[config.mk]
export PLATFORM = sky130hd
export DESIGN_NAME = keypad_encoder
export DESIGN_NICKNAME = d
export VERILOG_FILES = /design/src/rtl/keypad_encoder.sv
export SDC_FILE = /design/constraint.sdc
export NUM_CORES = 1
export LEC_CHECK = 0
export CAP_MARGIN = 0
export CORE_ASPECT_RATIO = 0.6
export CORE_UTILIZATION = 42
export DETAILED_ROUTE_END_ITERATION = 16
export PLACE_DENSITY = 0.61
export SETUP_SLACK_MARGIN = 0.4
export SLEW_MARGIN = 20
export SYNTH_ARGS = -nofsm -noshare
export SYNTH_HDL_FRONTEND = slang
export SYNTH_SLANG_ARGS = --single-unit
[constraint.sdc]
create_clock -name clk -period 2.4 [get_ports clk]
set_input_delay 0.72 -clock clk [delete_from_list [all_inputs] [get_ports clk]]
set_output_delay 0.72 -clock clk [all_outputs]
set_load 0.02 [all_outputs]
[src/rtl/keypad_encoder.sv]
// -----------------------------------------------------------------------------
// keypad_encoder
//
// Scans a 4x4 active-low matrix keypad one row at a time, debounces the first
// key found, and reports it as a class bit (tipo) plus a 4-bit code (number).
// While a key is accepted the scan is frozen on its row, and only its own
// column is watched until a debounced release returns the scan to row 0.
//
// Parameters
//   SCAN_DIV         clk cycles each row is driven per scan slot (>= 3)
//   DEBOUNCE_CYCLES  consecutive stable cycles needed for press and release
//
// Ports
//   clk        in   system clock, everything on posedge
//   reset      in   synchronous, active-high reset
//   col[3:0]   in   keypad columns, active-low, asynchronous to clk
//   row[3:0]   out  row drive, active-low, exactly one bit low
//   tipo       out  0 = digit key, 1 = sign/command key
//   number     out  key code of the last accepted key
//   key_valid  out  one-cycle pulse per accepted press
//   key_down   out  high while the accepted key is held (incl. release debounce)
// -----------------------------------------------------------------------------
module keypad_encoder #(
   parameter int SCAN_DIV        = 4,
   parameter int DEBOUNCE_CYCLES = 8
) (
   input  logic       clk,
   input  logic       reset,
   input  logic [3:0] col,
   output logic [3:0] row,
   output logic       tipo,
   output logic [3:0] number,
   output logic       key_valid,
   output logic       key_down
);

   localparam int SW = (SCAN_DIV > 1) ? $clog2(SCAN_DIV) : 1;
   localparam int DW = $clog2(DEBOUNCE_CYCLES + 1);
   localparam logic [SW-1:0] SLOT_LAST = SW'(SCAN_DIV - 1);
   localparam logic [DW-1:0] DEB_LAST  = DW'(DEBOUNCE_CYCLES - 1);

   typedef enum logic [2:0] {
      S_SCAN,
      S_DEB_PRESS,
      S_PRESSED,
      S_HOLD,
      S_DEB_RELEASE
   } state_t;

   state_t        state_q,   state_d;
   logic [1:0]    row_idx_q, row_idx_d;
   logic [1:0]    col_idx_q, col_idx_d;
   logic [SW-1:0] slot_q,    slot_d;
   logic [DW-1:0] deb_q,     deb_d;
   logic          tipo_q,    tipo_d;
   logic [3:0]    number_q,  number_d;

   logic [3:0]    col_meta_q, col_sync_q;
   logic [1:0]    low_idx;
   logic          any_low;
   logic          sel_low;
   logic          key_tipo;
   logic [3:0]    key_num;

   // -------------------------------------------------------------------------
   // Column synchronizer. Resetting to all-ones makes the keypad look idle
   // until real samples have propagated through both flops.
   // -------------------------------------------------------------------------
   // NOTE: sequential state uses non-blocking (<=) so every flop samples the
   // pre-edge value of its neighbours; blocking here would collapse the chain.
   always_ff @(posedge clk) begin
      if (reset) begin
         col_meta_q <= 4'hF;
         col_sync_q <= 4'hF;
      end else begin
         col_meta_q <= col;
         col_sync_q <= col_meta_q;
      end
   end

   // Lowest-index low column of the synchronized sample.
   always_comb begin
      low_idx = 2'd0;
      for (int i = 3; i >= 0; i--) begin
         if (!col_sync_q[i]) low_idx = 2'(i);
      end
   end

   assign any_low = (col_sync_q != 4'hF);
   assign sel_low = ~col_sync_q[col_idx_q];

   // -------------------------------------------------------------------------
   // Key map for the latched (row, col). Digits 1..9 fill rows 0..2 of
   // columns 0..2 as row*3+col+1; column 3 holds + - = as codes A, B, C.
   // Row 3 reads C, 0, X1, X2.
   // -------------------------------------------------------------------------
   always_comb begin
      key_tipo = 1'b1;
      key_num  = 4'h0;
      if (row_idx_q != 2'd3) begin
         if (col_idx_q == 2'd3) begin
            key_num = 4'hA + {2'b00, row_idx_q};
         end else begin
            key_tipo = 1'b0;
            key_num  = ({2'b00, row_idx_q} * 4'd3) + {2'b00, col_idx_q} + 4'd1;
         end
      end else begin
         case (col_idx_q)
            2'd0:    key_num = 4'hF;
            2'd1:    begin key_tipo = 1'b0; key_num = 4'h0; end
            2'd2:    key_num = 4'hD;
            default: key_num = 4'hE;
         endcase
      end
   end

   // -------------------------------------------------------------------------
   // State register
   // -------------------------------------------------------------------------
   always_ff @(posedge clk) begin
      if (reset) begin
         state_q   <= S_SCAN;
         row_idx_q <= 2'd0;
         col_idx_q <= 2'd0;
         slot_q    <= '0;
         deb_q     <= '0;
         tipo_q    <= 1'b0;
         number_q  <= 4'h0;
      end else begin
         state_q   <= state_d;
         row_idx_q <= row_idx_d;
         col_idx_q <= col_idx_d;
         slot_q    <= slot_d;
         deb_q     <= deb_d;
         tipo_q    <= tipo_d;
         number_q  <= number_d;
      end
   end

   // -------------------------------------------------------------------------
   // Next state and Moore outputs
   // -------------------------------------------------------------------------
   // NOTE: every signal gets a default before the case so no path leaves it
   // unassigned; a missing default would infer a latch.
   always_comb begin
      state_d   = state_q;
      row_idx_d = row_idx_q;
      col_idx_d = col_idx_q;
      slot_d    = slot_q;
      deb_d     = deb_q;
      tipo_d    = tipo_q;
      number_d  = number_q;
      key_valid = 1'b0;
      key_down  = 1'b0;

      case (state_q)
         S_SCAN: begin
            // The sample is taken on the last slot cycle, when the
            // synchronizer output reflects the row currently driven.
            if (slot_q == SLOT_LAST) begin
               slot_d = '0;
               if (any_low) begin
                  col_idx_d = low_idx;
                  deb_d     = '0;
                  state_d   = S_DEB_PRESS;
               end else begin
                  row_idx_d = row_idx_q + 2'd1;
               end
            end else begin
               slot_d = slot_q + SW'(1);
            end
         end

         S_DEB_PRESS: begin
            if (sel_low) begin
               if (deb_q == DEB_LAST) begin
                  deb_d    = '0;
                  tipo_d   = key_tipo;
                  number_d = key_num;
                  state_d  = S_PRESSED;
               end else begin
                  deb_d = deb_q + DW'(1);
               end
            end else begin
               // Bounce or glitch: give up and carry on scanning.
               deb_d     = '0;
               row_idx_d = row_idx_q + 2'd1;
               slot_d    = '0;
               state_d   = S_SCAN;
            end
         end

         S_PRESSED: begin
            key_valid = 1'b1;
            key_down  = 1'b1;
            state_d   = S_HOLD;
         end

         S_HOLD: begin
            key_down = 1'b1;
            if (!sel_low) begin
               deb_d   = '0;
               state_d = S_DEB_RELEASE;
            end
         end

         S_DEB_RELEASE: begin
            key_down = 1'b1;
            if (!sel_low) begin
               if (deb_q == DEB_LAST) begin
                  deb_d     = '0;
                  row_idx_d = 2'd0;
                  slot_d    = '0;
                  state_d   = S_SCAN;
               end else begin
                  deb_d = deb_q + DW'(1);
               end
            end else begin
               deb_d   = '0;
               state_d = S_HOLD;
            end
         end

         default: begin
            state_d = S_SCAN;
         end
      endcase
   end

   assign row    = ~(4'b0001 << row_idx_q);
   assign tipo   = tipo_q;
   assign number = number_q;

endmodule

==> results by group <==
Outcome
  – Status: complete, no violations

Clock network
  – CTS H-tree lvls: 1
  – Maximum clock path buffer count: 2
  – Clock Pin Slew Worst Setup and Hold Paths: 0.09 ns
  – Root Driver: clkbuf_8
  – CTS Buf Count: 3
  – Sink Count: 26
  – # hold bufs at CTS: 0
  – CTS tree: built
  – Worst-skew pair later-pin latency: 0.27 ns

Finish
  – Diode count: 0
  – Fillers: ~320
  – Layout cells sized above 1: between 20 and 25%
  – Synth-to-layout area growth: 22.7%
  – Register area: about 530 um^2
  – Nets@finish: ~220
  – Final Cell Area: 0.00191 mm^2
  – Multi-input gate area: ~950 um^2

Setup path
  – FF-to-FF setup slack: between 0.3 and 0.4 ns
  – Worst setup EP type: flop
  – CP startpoint: col_idx_q[1]
  – R2R cell count: 5
  – Worst flop-to-flop path startpoint: col_idx_q[1]
  – Worst Path Arrival: around 2.3 ns
  – Setup CP Type: flop to flop
  – Largest stage delay, worst path: 0.58 ns
  – CP Max Fanout: 2
  – Crit-path slowest cell: fa_1
  – Crit-path cells: fa_1 -> fa_2 -> nor2b_4 -> o311a_1 -> o21a_1
  – Worst R2R End: number[1]
  – Startpoint types: flop
  – Worst path required time: 2.58 ns

Routing
  – Initial DRC Count: between 100 and 150
  – Antenna viol nets, final: 0
  – Drt pass-1 iters: 4
  – Vias/cell: ~5.6
  – WL final: about 3.7 mm
  – WL/cell: ~15 um
  – DRC Markers: 0
  – Via Count: roughly 1400

Floorplan
  – Horiz. Die Dim: between 80 and 90 um
  – Core area: around 0.0034 mm^2
  – Initial Util: 45.9%
  – Ports: 17
  – Die H: 49.1 um
  – Die Footprint: about 0.004 mm^2
  – Site row count: 16

STA
  – RSZ-0062 raised after global routing: true
  – Minimum clock period: between 2 and 2.5 ns
  – Final Skew: 0.00482 ns
  – Pins Over Slew Limit: 0
  – Setup Viol. Count Final: 0
  – Final WS setup: ~0.32 ns
  – Worst Max-Slew Pin Slew: approximately 0.68 ns
  – Max Clock Freq: 481 MHz
  – Slew headroom: 54.0%
  – Final period utilization: approximately 87%
  – Hold Vio Cnt, Final: 0
  – Setup TNS: 0 ns

Global route
  – GRT Total Usage: between 20% and 30%
  – Final global-route overflow total: 0
  – Largest net degree at the start of global routing: 25
  – First-pass GRT wire length: a little over 6 mm
  – Initial antenna violation count: 0
  – Vias in the first global route: around 1300

Synth
  – Leading cell types by count after synthesis: 26 x dfxtp_1, 13 x ha_1, 13 x inv_1, 11 x nor2_1, 10 x a21oi_1
  – Post-synthesis cell area: roughly 0.0016 mm^2
  – Most frequent cell after synthesis: dfxtp_1
  – Syn Area/Cell: a little under 9 um^2
  – Cell variety after synth: 43
  – Syn nets: about 200
  – Top post-synthesis cells by area: dfxtp_1 34%, ha_1 10%, or2_2 3.6%, a21oi_1 3.2%, inv_1 3.1%
  – Cells after Synth: 175
  – Seq/Total Area, Yosys: roughly a third
  – Number of synthesized flops with an enable pin: 0
  – Most common flop cell mapped by yosys: dfxtp_1
  – Top-area cell type share of the netlist area: approximately a third
  – Yosys top cell by area: dfxtp_1
  – Synth warn: 0
  – FF+latch count, synth: 26
  – Async S/R FF share, synth: 0%

Power and ir drop
  – Leakage: ~0.82 nW
  – Peak supply drop: ~0.29 mV
  – Power per cell area: ~480 mW/mm^2

Min path
  – Worst Hold End: col_sync_q[2]
  – Worst hold path type: flop to flop
  – Hold Crit Start: col_meta_q[2]
  – Hold path depth: 1

Placed design
  – Placed Area: ~0.0018 mm^2
  – Routability cong.: around 0.86
  – Port bufs: 16
  – Post-DP HPWL: roughly 2.7 mm
  – Post-place setup slack: 0.164 ns

Job
  – Max cap viols: 0
layer usage:
metal  GRT usage (%)  wire, um  up-vias
met4            2.68        13        0
met1            28.6      1790      664
met2            31.6      1670       31
met5               0         0        -
met3            5.05       200        2
li1                -         -      681
logic make-up (layout without fill, tap and decap cells):
family                     count (synthesis)  after routing  share of synthesized area [%]
muxes                                      5              5                           4.03
adders and majority gates                 15             15                           13.1
buffers and inverters                     24             48                           6.77
DFF                                       26             26                           33.5
xor gates and xnor gates                   1              1                          0.564
and+or+nand+nor                           62             62                           22.3
AOI/OAI and AO/OA                         42             42                           19.7
stage by stage:
step	power, W	hold WS [ns]	utilization [%]	instances
finish	0.000916	0.418	56.3	244
global route	0.000963	0.452	56.3	244
CTS	0.000916	0.421	55.4	241
detailed placement	0.000592	0.398	52.9	235
global placement	0.000584	0.395	52.9	235
floorplan	0.000548	0.389	-	175
registers in the layout, indices dropped and copies added (netlist names):
name and cells:
row_idx_q 2, deb_q 4, state_q 3, slot_q 2, number 4, col_idx_q 2, col_meta_q 4, col_sync_q 4
tipo 1
report_power, final:
part           switching [W]  leakage [nW]  internal, W
logic              0.0000684         0.570    0.0000658
registers          0.0000116         0.215     0.000447
clock network       0.000141        0.0339     0.000181
total               0.000222         0.818     0.000694
worst max path at each step:
stage	endpoint	slack [ns]
after floorplan	key_valid	0.31
after global placement	key_down	0.18
after detailed placement	key_down	0.16
after CTS	key_down	0.16
after global routing	number[1]	0.26
final	number[1]	0.32
what timing repair did:
item / 4_1_cts / 5_1_grt
endpoints found under the setup margin: 8 / 15
buffers inserted: 2 / 3
pin swaps: 1 / 0
resized for setup: 18 / 20
critical path, delay by kind of cell, from the launching register on:
kind | cells | cell delay (ns)
adder cells (fa/ha/maj) | 2 | 1.02
AO/OA/AOI/OAI | 2 | 0.48
AND/OR/NAND/NOR | 1 | 0.13
flip-flops | 1 | 0.35
placed cells by master, fill, tap and decap left out, types with 4 or more instances in the layout:
cell / synthesis / routed
a31oi_1: 5 / 5
nor3_1: 6 / 6
nor2b_1: 7 / 6
o21ai_0: 5 / 5
clkdlybuf4s50_1: 0 / 9
inv_1: 13 / 13
or2_2: 9 / 9
nand2b_1: 4 / 4
mux2i_1: 4 / 4
buf_4: 0 / 13
dfxtp_1: 26 / 22
nand2_1: 8 / 8
nor2_1: 11 / 11
ha_1: 13 / 13
nand3_1: 5 / 5
a21oi_1: 10 / 9
layout make-up:
| cell class | instances | area share [%] |
|---|---|---|
| multi-input cells | 125 | 49.8 |
| inverters | 14 | 2.95 |
| clock buffers | 4 | 3.48 |
| well taps | 45 | 2.95 |
| repair buffers | 30 | 13.0 |
| flip-flops and latches | 26 | 27.8 |
No activity file was read; power rests on OpenSTA's default activity.
